File: config.mk
export PLATFORM = sky130hd
export DESIGN_NAME = expr_eval
export DESIGN_NICKNAME = d
export VERILOG_FILES = /design/src/rtl/expr_eval.sv
export SDC_FILE = /design/constraint.sdc
export NUM_CORES = 1
export LEC_CHECK = 0
export CAP_MARGIN = 30
export CORE_MARGIN = 4
export CORE_UTILIZATION = 47
export DETAILED_ROUTE_END_ITERATION = 10
export DONT_BUFFER_PORTS = 1
export GPL_TIMING_DRIVEN = 0
export SETUP_SLACK_MARGIN = 0.4
export SYNTH_ARGS = -nofsm -noshare
export SYNTH_HDL_FRONTEND = slang
export SYNTH_SLANG_ARGS = --single-unit
File: constraint.sdc
create_clock -name clk -period 6.35 [get_ports clk]
set_clock_uncertainty 0.2 [all_clocks]
set_input_delay 0.635 -clock clk [delete_from_list [all_inputs] [get_ports clk]]
set_output_delay 0.635 -clock clk [all_outputs]
set_load 0.1 [all_outputs]
File: src/rtl/expr_eval.sv
// Single-digit arithmetic expression evaluator on an ASCII character stream.
// Tracks the running value with '*' binding tighter than '+'/'-'; sticky error on malformed input.
module expr_eval #(
  parameter int unsigned WIDTH = 16
) (
  input  logic             clk,
  input  logic             clr,
  input  logic [7:0]       in,
  output logic             valid,
  output logic             err,
  output logic [WIDTH-1:0] result
);

  typedef enum logic [1:0] {
    IDLE = 2'd0,
    NUM  = 2'd1,
    OP   = 2'd2,
    ERR  = 2'd3
  } state_t;

  state_t           state;
  state_t           state_nxt;
  logic [WIDTH-1:0] acc;
  logic [WIDTH-1:0] acc_nxt;
  logic [WIDTH-1:0] term;
  logic [WIDTH-1:0] term_nxt;
  logic             pend_mul;
  logic             pend_mul_nxt;
  logic             neg;
  logic             neg_nxt;
  logic             valid_nxt;
  logic             err_nxt;
  logic [WIDTH-1:0] result_nxt;

  logic             is_digit;
  logic             is_addop;
  logic             is_mulop;
  logic [WIDTH-1:0] digit;

  // ASCII '0'..'9' carry their value in the low nibble
  assign is_digit = (in >= 8'h30) && (in <= 8'h39);
  assign is_addop = (in == 8'h2B) || (in == 8'h2D);
  assign is_mulop = (in == 8'h2A);
  assign digit    = WIDTH'(in[3:0]);

  always_ff @(posedge clk or posedge clr) begin
    if (clr) state <= IDLE;
    else     state <= state_nxt;
  end

  // Grammar check plus datapath update for the character on this edge
  always_comb begin
    state_nxt    = state;
    acc_nxt      = acc;
    term_nxt     = term;
    pend_mul_nxt = pend_mul;
    neg_nxt      = neg;
    valid_nxt    = 1'b0;
    err_nxt      = 1'b0;
    result_nxt   = '0;

    case (state)
      IDLE, OP: begin
        if (is_digit) begin
          state_nxt = NUM;
          if (pend_mul) term_nxt = term * digit;
          else          term_nxt = neg ? -digit : digit;
        end else begin
          state_nxt = ERR;
        end
      end
      NUM: begin
        if (is_addop) begin
          state_nxt    = OP;
          acc_nxt      = acc + term;
          pend_mul_nxt = 1'b0;
          neg_nxt      = (in == 8'h2D);
        end else if (is_mulop) begin
          state_nxt    = OP;
          pend_mul_nxt = 1'b1;
        end else begin
          state_nxt = ERR;
        end
      end
      default: state_nxt = ERR;
    endcase

    // Outputs are registered copies of what the next state decodes to
    valid_nxt = (state_nxt == NUM);
    err_nxt   = (state_nxt == ERR);
    if (valid_nxt) result_nxt = acc_nxt + term_nxt;
  end

  always_ff @(posedge clk or posedge clr) begin
    if (clr) begin
      acc      <= '0;
      term     <= '0;
      pend_mul <= 1'b0;
      neg      <= 1'b0;
      valid    <= 1'b0;
      err      <= 1'b0;
      result   <= '0;
    end else begin
      acc      <= acc_nxt;
      term     <= term_nxt;
      pend_mul <= pend_mul_nxt;
      neg      <= neg_nxt;
      valid    <= valid_nxt;
      err      <= err_nxt;
      result   <= result_nxt;
    end
  end

endmodule

==> results of run 1 <==
## worst min path at each step
stage | from | end | slack (ns) | cells after the start
6_report | clr | acc[0] | 0.02 | 1
5_1_grt | clr | acc[0] | 0.04 | 1
4_1_cts | clr | result[0] | 0.03 | 1
3_5_place_dp | acc[15] | acc[15] | 0.30 | 1
3_3_place_gp | acc[15] | acc[15] | 0.29 | 1
2_1_floorplan | acc[15] | acc[15] | 0.28 | 1
## cells in the mapped netlist (all sizes together) (2+ instances only)
master,n,area share (%)
nand3,11,1.1
nor3b,5,0.75
nand2,72,5.5
o21bai,3,0.45
a211oi,5,0.85
nand2b,5,0.63
and3,3,0.38
a22o,4,0.70
a21boi,3,0.45
xnor2,21,3.7
and2,35,4.4
mux2i,3,0.60
fa,27,11
a31o,2,0.35
inv,49,3.7
xor2,14,2.6
nand4,2,0.25
nor2b,6,0.75
mux2,3,0.68
o2111ai,3,0.53
a2111oi,3,0.53
o31ai,3,0.55
buf,4,0.35
nor3,14,1.4
nand3b,2,0.30
a21o,12,1.8
o21a,5,0.75
ha,51,13
nor2,32,2.5
dfrtp,54,27
clkbuf,11,0.83
a21oi,33,3.3
a22oi,2,0.30
o21ai,44,4.4
a31oi,7,0.88
## flip-flops by register name, summed over array words and instances, names as in the netlist
signal,flops
result,16
valid,1
pend_mul,1
acc,16
state,2
err,1
neg,1
term,16
## layout make-up
type                    instances  share of cell area (%)
clock inverters                 2                   0.233
repair buffers                  4                   0.792
multi-input cells             448                    64.2
flip-flops and latches         54                    25.2
plain buffers                  15                    1.42
clock buffers                   6                    1.54
inverters                      50                    3.49
well taps                     136                    3.17
## power groups by stage
| stage | sequential, µW | combinational (µW) | clock, µW |
|---|---|---|---|
| floorplan | 353 | 27.2 | 0 |
| global placement | 353 | 35.8 | 0 |
| detailed placement | 353 | 38.3 | 0 |
| CTS | 346 | 39.6 | 205 |
| global route | 347 | 45.1 | 221 |
| finish | 346 | 39.4 | 197 |
## metal layers
layer / track usage (%) / vias to the layer above / part of all wire [%]
met1: 27.0 / 1908 / 47
met5: 0 / - / 0
met4: 5.03 / 0 / 1.7
li1: - / 1968 / -
met3: 2.46 / 19 / 3.6
met2: 34.0 / 79 / 47
## cells in the final DEF, fill, tap and decap left out, types with 4 or more instances in the layout
master     n
nor3_1    14
dfrtp_1   54
nor2b_1    6
o21ai_1   21
nor2_1    31
a21oi_1   31
clkbuf_1   7
nand2_1   71
o21ai_0   23
fa_1      27
and2_1    35
a22o_1     4
clkbuf_8   6
o21a_1     5
a31oi_1    6
ha_1      50
xor2_1    13
buf_4      4
nand3_1   10
nand2b_1   5
inv_1     46
xnor2_1   21
a21o_1    12
nor3b_1    5
## critical path, delay by kind of cell
family / cells / cell delay (ns)
AO/OA/AOI/OAI: 11 / 1.85
adder cells (fa/ha/maj): 4 / 1.80
AND/OR/NAND/NOR: 6 / 0.79
buffers and inverters: 3 / 0.40
XOR/XNOR: 1 / 0.18
multiplexers: 1 / 0.06
## cell families (layout without fill, tap and decap cells)
family / count (synthesis) / count (layout) / synth area share (%)
muxes: 6 / 6 / 1.28
DFF: 54 / 54 / 27.1
AOI/OAI and AO/OA: 136 / 136 / 17.5
xor gates and xnor gates: 35 / 35 / 6.30
and+or+nand+nor: 193 / 193 / 19.3
buffers and inverters: 65 / 77 / 4.94
adders and majority gates: 78 / 78 / 23.6
## metrics by stage
| step | TNS, ns | hold slack [ns] |
|---|---|---|
| CTS | 0 | 0.0292 |
| global placement | -0.581 | 0.294 |
| floorplan | 0 | 0.281 |
| detailed placement | -0.606 | 0.301 |
| global route | 0 | 0.0361 |
| finish | 0 | 0.0191 |
## timing repair
item / in CTS / in global routing
resized for setup: 10 / 8
endpoints found under the setup margin: 2 / 1
pin swaps: 1 / 7
buffers inserted: 0 / 3
==> flow_metrics.env, run 1 <==
export IMPL_r2r_slack_ns=0.69
export IMPL_synth_ff_type="dfrtp_1"
export IMPL_seqCellArea_mm2=0.00135
export IMPL_worst_path_max_fanout=10
export IMPL_tritoncts="done"
export IMPL_swShare_pct=23.5
export IMPL_dieArea_mm2=0.0123
export IMPL_n_antenna_cell=0
export IMPL_fmax_mhz=175
export IMPL_die_w_um=111
export IMPL_power_total_uw=583
export IMPL_io_pins=28
export IMPL_fin_crit_sh_pct=90.1
export IMPL_cts_root_buffer="clkbuf_8"
export IMPL_leakagePower_uw=0.00259
export IMPL_crit_path_end="result[15]"
export IMPL_grt_max_degree=34
export IMPL_dp_cells=704
export IMPL_final_area_mm2=0.00537
export IMPL_pwr_share_comb_pct=6.8
export IMPL_synth_edf_count=0
export IMPL_crit_path_start="in[2]"
export IMPL_core_area_mm2=0.0103
export IMPL_drt_first_iter_violations=172
export IMPL_dpl_cell_area_mm2=0.00518
export IMPL_syn_num_nets=655
export IMPL_area_growth_pct=7.70
export IMPL_path_class="input port to flop"
export IMPL_clk_pin_slew_ns=0.09
export IMPL_fillers=982
export IMPL_ant_nets=0
export IMPL_clk_path_buf_depth=2
export IMPL_grt_pass1_vias=4160
export IMPL_via_per_inst=5.56
export IMPL_crit_required_ns=6.35
export IMPL_cts_htree_levels=2
export IMPL_grt_pass1_wl_mm=20.2
export IMPL_synth_distinct_cells=59
export IMPL_antenna_found_initial=0
export IMPL_drive_gt1_share_pct=7.08
export IMPL_multi_input_area_mm2=0.00345
export IMPL_cp_arrival_ns=5.72
export IMPL_synthCells=567
export IMPL_p_sw_uw=137
export IMPL_wl_per_cell_um=16.6
export IMPL_cp_slowest_cell="fa_1"
export IMPL_grt_overflow=0
export IMPL_clk_latency_ns=0.31
export IMPL_hpwl_mm=9.54
export IMPL_final_cells=715
export IMPL_post_route_util_pct=52.0
export IMPL_nNetsFinal=666
export IMPL_track_usage_pct=19.9
export IMPL_layout_setup_ws_ns=0.631
export IMPL_setup_violations=0
export IMPL_cp_end_kind="flop"
export IMPL_startpoint_type="input port"
export IMPL_async_flop_share_pct=100
export IMPL_row_count=37
export IMPL_p_seq_share_pct=59.4
export IMPL_slowest_delay_ns=0.55
export IMPL_status="finished, final reports clean"
export IMPL_die_h_um=111
export IMPL_timing_rr_start="term[1]"
export IMPL_slew_violations=0
export IMPL_power_internal_uw=446
export IMPL_period_minus_slack_ns=5.72
export IMPL_relSlewSlack_pct=38.6
export IMPL_worstMarginPinSlew_ns=0.922
export IMPL_ys_seq_elements=54
export IMPL_routed_wl_mm=11.8
export IMPL_r2r_end="result[15]"
export IMPL_initial_utilization_pct=48.3
export IMPL_numPortBuffers=0
export IMPL_ctsHoldBuffers=0
export IMPL_yosysWarnings=0
export IMPL_vdd_drop_max_mv=0.119
export IMPL_place_gp_congestion=0.895
export IMPL_power_density_mw_per_mm2=108
export IMPL_crit_top_cell="fa_1"
export IMPL_remaining_drc_errors=0
export IMPL_p_clk_share_pct=33.8
export IMPL_synth_yosys_seq_area_share_pct=27.1
export IMPL_rr_worst_depth=26
export IMPL_netlist_area_mm2=0.00499
export IMPL_vias=3974
export IMPL_cts_inserted_buffers=5
export IMPL_rsz0062_at_grt="no"
export IMPL_first_pass_iters=5
export IMPL_max_cap_violations=0
export IMPL_hold_class="input port to async pin"
export IMPL_pre_cts_slack_ns=-0.557
export IMPL_clock_sinks=54
export IMPL_hold_viol=0
export IMPL_avgSynthCellArea_um2=8.80
Note: power is estimated with default switching activity, not from simulation.
==> inputs of run 2 (changes only) <==
- GPL_TIMING_DRIVEN: 0 -> 1
- SETUP_SLACK_MARGIN: 0.4 -> 0.1
- SKIP_CTS_REPAIR_TIMING: not set -> 1
==> run 2 against run 1 <==
  * Sequential power about the same
  * Non-clock buffer count down 18
  * Maximum frequency is 1.4% lower
  * Design area decreased by 3.2%
==> flow_metrics.env, run 2 (synthesis results as in run 1) <==
export IMPL_power_total_uw=569
export IMPL_period_minus_slack_ns=5.80
export IMPL_remaining_drc_errors=0
export IMPL_area_growth_pct=4.24
export IMPL_most_common_layout_cells="71 x nand2_1, 54 x dfrtp_1, 51 x ha_1"
export IMPL_die_h_um=111
export IMPL_fin_crit_sh_pct=91.3
export IMPL_power_density_mw_per_mm2=109
export IMPL_place_gp_congestion=0.937
export IMPL_pre_cts_slack_ns=0.403
export IMPL_grt_max_degree=55
export IMPL_r2r_end="result[15]"
export IMPL_via_per_inst=5.59
export IMPL_setup_violations=0
export IMPL_crit_required_ns=6.38
export IMPL_clock_sinks=54
export IMPL_grtUsageMet2_pct=31.7
export IMPL_rsz0062_at_grt="no"
export IMPL_slowest_delay_ns=0.53
export IMPL_io_pins=28
export IMPL_hpwl_mm=8.83
export IMPL_layout_setup_ws_ns=0.552
export IMPL_dieArea_mm2=0.0123
export IMPL_cts_htree_levels=2
export IMPL_largest_registers="acc x16, result x16, term x16"
export IMPL_initial_utilization_pct=48.3
export IMPL_startpoint_type="flop"
export IMPL_setup_tns_ns=0
export IMPL_crit_path_start="term[1]"
export IMPL_fmax_mhz=172
export IMPL_nNetsFinal=648
export IMPL_gr_usage_met3_pct=2.51
export IMPL_die_w_um=111
export IMPL_final_common_cell="nand2_1"
export IMPL_status="finished, final reports clean"
export IMPL_fillers=936
export IMPL_slew_violations=0
export IMPL_hold_viol=0
export IMPL_hold_class="input port to async pin"
export IMPL_grt_overflow=0
export IMPL_vdd_drop_max_mv=0.100
export IMPL_first_pass_iters=5
export IMPL_clk_latency_ns=0.32
export IMPL_use_met1_pct=27.0
export IMPL_ant_nets=0
export IMPL_n_antenna_cell=0
export IMPL_numPortBuffers=0
export IMPL_rr_worst_depth=26
export IMPL_grt_pass1_vias=3996
export IMPL_clk_path_buf_depth=2
export IMPL_max_cap_violations=0
export IMPL_cp_end_kind="flop"
export IMPL_core_area_mm2=0.0103
export IMPL_relSlewSlack_pct=35.5
export IMPL_worst_path_max_fanout=6
export IMPL_cts_inserted_buffers=5
export IMPL_routed_wl_mm=11.3
export IMPL_timing_rr_start="term[1]"
export IMPL_leakagePower_uw=0.00253
export IMPL_cp_arrival_ns=5.83
export IMPL_row_count=37
export IMPL_worstMarginPinSlew_ns=0.968
export IMPL_drive_gt1_share_pct=4.46
export IMPL_drt_first_iter_violations=165
export IMPL_vias=3893
export IMPL_tritoncts="done"
export IMPL_track_usage_pct=19.2
export IMPL_antenna_found_initial=0
export IMPL_wl_per_cell_um=16.1
export IMPL_cts_root_buffer="clkbuf_8"
export IMPL_clk_pin_slew_ns=0.10
export IMPL_r2r_slack_ns=0.55
export IMPL_crit_top_cell="a21oi_1"
export IMPL_path_class="flop to flop"
export IMPL_busiest_layer="met2"
export IMPL_cp_slowest_cell="fa_1"
export IMPL_grt_pass1_wl_mm=19.7
-- run 2: cell count changes in the layout (fill, tap and decap cells not counted), moves of 2 or more --
| cell | delta |
|---|---|
| clkbuf_1 | -6 |
| buf_4 | -3 |
| clkbuf_2 | -2 |
| buf_1 | -2 |
| a21oi_1 | +2 |
| buf_2 | -2 |
| a21oi_2 | -2 |
-- run 2: metal layers --
layer	wire length [µm]	up-vias	share of wire [%]
met2	5140	69	46
met4	155	0	1.4
met3	488	12	4.3
met1	5470	1883	49
li1	-	1929	-
met5	0	-	0
-- run 2: how the worst max path moves through the flow --
stage,end,slack [ns],depth (start not counted)
after floorplan,result[15],0.35,26
after global placement,result[15],0.57,26
after detailed placement,result[15],0.40,26
after CTS,result[15],0.51,26
after global routing,result[15],0.10,26
final,result[15],0.55,26
-- run 2: worst max-delay path: cells and delay by family, from the launching register on --
kind / cells / cell delay [ns]
AOI/OAI and AO/OA: 13 / 2.31
muxes: 1 / 0.14
and+or+nand+nor: 4 / 0.41
xor gates and xnor gates: 1 / 0.16
DFF: 1 / 0.44
buffers and inverters: 3 / 0.28
adders and majority gates: 4 / 1.75
-- run 2: final cells by class --
cell class | instances | area, µm² | share of cell area, %
Clock inverter | 2 | 13.8 | 0.265
Clock buffer | 6 | 72.6 | 1.40
Tap cell | 136 | 170 | 3.27
Multi-Input combinational cell | 448 | 3400 | 65.3
Sequential cell | 54 | 1350 | 26.0
Timing Repair Buffer | 1 | 7.51 | 0.144
Inverter | 50 | 188 | 3.61
-- run 2: report_power, final --
group,leakage (µW),internal [µW],switching [µW]
Sequential,0.000738,345,1.70
Clock,0.0000452,78.1,113
Combinational,0.00175,10.3,20.6
-- run 2: stage by stage --
stage	instances	utilization, %	cell area, µm²	hold slack, ns
detailed placement	689	49.5	5110	0.301
floorplan	567	-	4990	0.281
finish	697	50.4	5200	0.179
global placement	689	49.5	5110	0.304
CTS	697	50.3	5190	0.204
global route	697	50.4	5200	0.221
==> inputs of run 3 (changes only) <==
- CTS_BUF_LIST: not set -> sky130_fd_sc_hd__clkbuf_8
- HOLD_SLACK_MARGIN: not set -> 0.12
==> run 3 against run 2 <==
  * Flip-flop and latch count unchanged
  * Count of clock-buffer cells in the layout is 1 lower
  * Register-to-register slack is essentially flat
  * Power is 0.30% lower
  * Sequential power about the same
  * Routed wire length barely moved
  * Maximum frequency shrank 0.24%
==> flow_metrics.env, run 3 (synthesis results as in run 1) <==
export IMPL_cts_inserted_buffers=5
export IMPL_path_class="flop to flop"
export IMPL_max_cap_violations=0
export IMPL_cp_arrival_ns=5.84
export IMPL_final_common_cell="nand2_1"
export IMPL_relSlewSlack_pct=35.3
export IMPL_leakagePower_uw=0.00253
export IMPL_setup_tns_ns=0
export IMPL_startpoint_type="flop"
export IMPL_worstMarginPinSlew_ns=0.972
export IMPL_timing_rr_start="term[1]"
export IMPL_largest_registers="acc x16, result x16, term x16"
export IMPL_met1_length_mm=5.50
export IMPL_drt_first_iter_violations=174
export IMPL_clk_latency_ns=0.32
export IMPL_cp_slowest_cell="fa_1"
export IMPL_hold_class="input port to async pin"
export IMPL_status="finished, final reports clean"
export IMPL_hold_viol=0
export IMPL_wl_met3_um=438
export IMPL_row_count=37
export IMPL_wl_met2_mm=5.13
export IMPL_grt_max_degree=55
export IMPL_die_w_um=111
export IMPL_p_seq_share_pct=61.1
export IMPL_die_h_um=111
export IMPL_via_per_inst=5.59
export IMPL_cts_root_buffer="clkbuf_8"
export IMPL_crit_required_ns=6.38
export IMPL_hpwl_mm=8.83
export IMPL_most_common_layout_cells="71 x nand2_1, 54 x dfrtp_1, 51 x ha_1"
export IMPL_grt_pass1_vias=3996
export IMPL_crit_top_cell="a21oi_1"
export IMPL_first_pass_iters=5
export IMPL_p_clk_share_pct=33.4
export IMPL_dieArea_mm2=0.0123
export IMPL_cp_end_kind="flop"
export IMPL_rsz0062_at_grt="no"
export IMPL_vias=3896
export IMPL_n_antenna_cell=0
export IMPL_routed_wl_mm=11.3
export IMPL_remaining_drc_errors=0
export IMPL_ant_nets=0
export IMPL_slew_violations=0
export IMPL_pwr_share_comb_pct=5.5
export IMPL_wl_per_cell_um=16.2
export IMPL_core_area_mm2=0.0103
export IMPL_fin_crit_sh_pct=91.5
export IMPL_cts_htree_levels=2
export IMPL_initial_utilization_pct=48.3
export IMPL_slowest_delay_ns=0.53
export IMPL_power_total_uw=567
export IMPL_fmax_mhz=172
export IMPL_power_density_mw_per_mm2=109
export IMPL_place_gp_congestion=0.937
export IMPL_track_usage_pct=19.2
export IMPL_crit_path_start="term[1]"
export IMPL_worst_path_max_fanout=6
export IMPL_vdd_drop_max_mv=0.0998
export IMPL_clk_path_buf_depth=2
export IMPL_grt_overflow=0
export IMPL_grt_pass1_wl_mm=19.7
export IMPL_top_layer_used="met4"
export IMPL_nNetsFinal=648
export IMPL_tritoncts="done"
export IMPL_area_growth_pct=4.24
export IMPL_clock_sinks=54
export IMPL_drive_gt1_share_pct=4.46
export IMPL_fillers=936
export IMPL_power_internal_uw=432
export IMPL_swShare_pct=23.9
export IMPL_period_minus_slack_ns=5.81
export IMPL_numPortBuffers=0
export IMPL_p_sw_uw=135
export IMPL_clk_pin_slew_ns=0.10
export IMPL_setup_violations=0
export IMPL_io_pins=28
export IMPL_antenna_found_initial=0
==> run 3: cell types whose count changed in the layout (fill, tap and decap cells not counted) <==
| cell | delta |
|---|---|
| clkbuf_1 | -1 |
| inv_1 | +1 |
==> run 3: worst paths after layout <==
kind,endpoint,slack (ns),cells after the start
worst max-delay path,result[15],0.54,26
worst min-delay path,result[2],0.18,2
worst max register to register,result[15],0.54,26
worst min register to register,acc[15],0.32,1
max in group asynchronous,result[15],5.31,2
min in group clk,state[0],0.24,2
==> run 3: area by class of cell <==
class / instances / area, µm² / share of cell area [%]
clock buffers: 5 / 68.8 / 1.32
clock inverters: 3 / 17.5 / 0.337
inverters: 50 / 188 / 3.61
multi-input cells: 448 / 3400 / 65.3
flip-flops and latches: 54 / 1350 / 26.0
well taps: 136 / 170 / 3.27
repair buffers: 1 / 7.51 / 0.144
==> run 3: metrics by stage <==
step	utilization, %	std cells	setup slack, ns	area (µm²)	hold WS [ns]
floorplan	-	567	0.354	4990	0.281
global placement	49.5	689	0.574	5110	0.304
detailed placement	49.5	689	0.403	5110	0.301
CTS	50.3	697	0.510	5190	0.204
global route	50.4	697	0.104	5200	0.221
finish	50.4	697	0.538	5200	0.180
==> run 3: worst max-delay path: cells and delay by family (launching register included) <==
family / cells / cell delay (ns)
fa+ha+maj: 4 / 1.76
simple gates: 4 / 0.42
flops: 1 / 0.44
compound gates: 13 / 2.31
mux: 1 / 0.14
buf+inv: 3 / 0.29
xor+xnor: 1 / 0.16
==> run 3: power groups by stage <==
stage / sequential (µW) / combinational, µW / clock [µW]
2_1_floorplan: 353 / 27.1 / 0
3_3_place_gp: 353 / 31.0 / 0
3_5_place_dp: 353 / 31.1 / 0
4_1_cts: 346 / 31.5 / 197
5_1_grt: 347 / 36.2 / 214
6_report: 346 / 31.0 / 190
==> run 3: layer usage <==
metal	track usage [%]	vias to the layer above
met4	4.62	0
met1	27.0	1881
met2	31.7	77
met5	0	-
met3	2.51	14
li1	-	1924
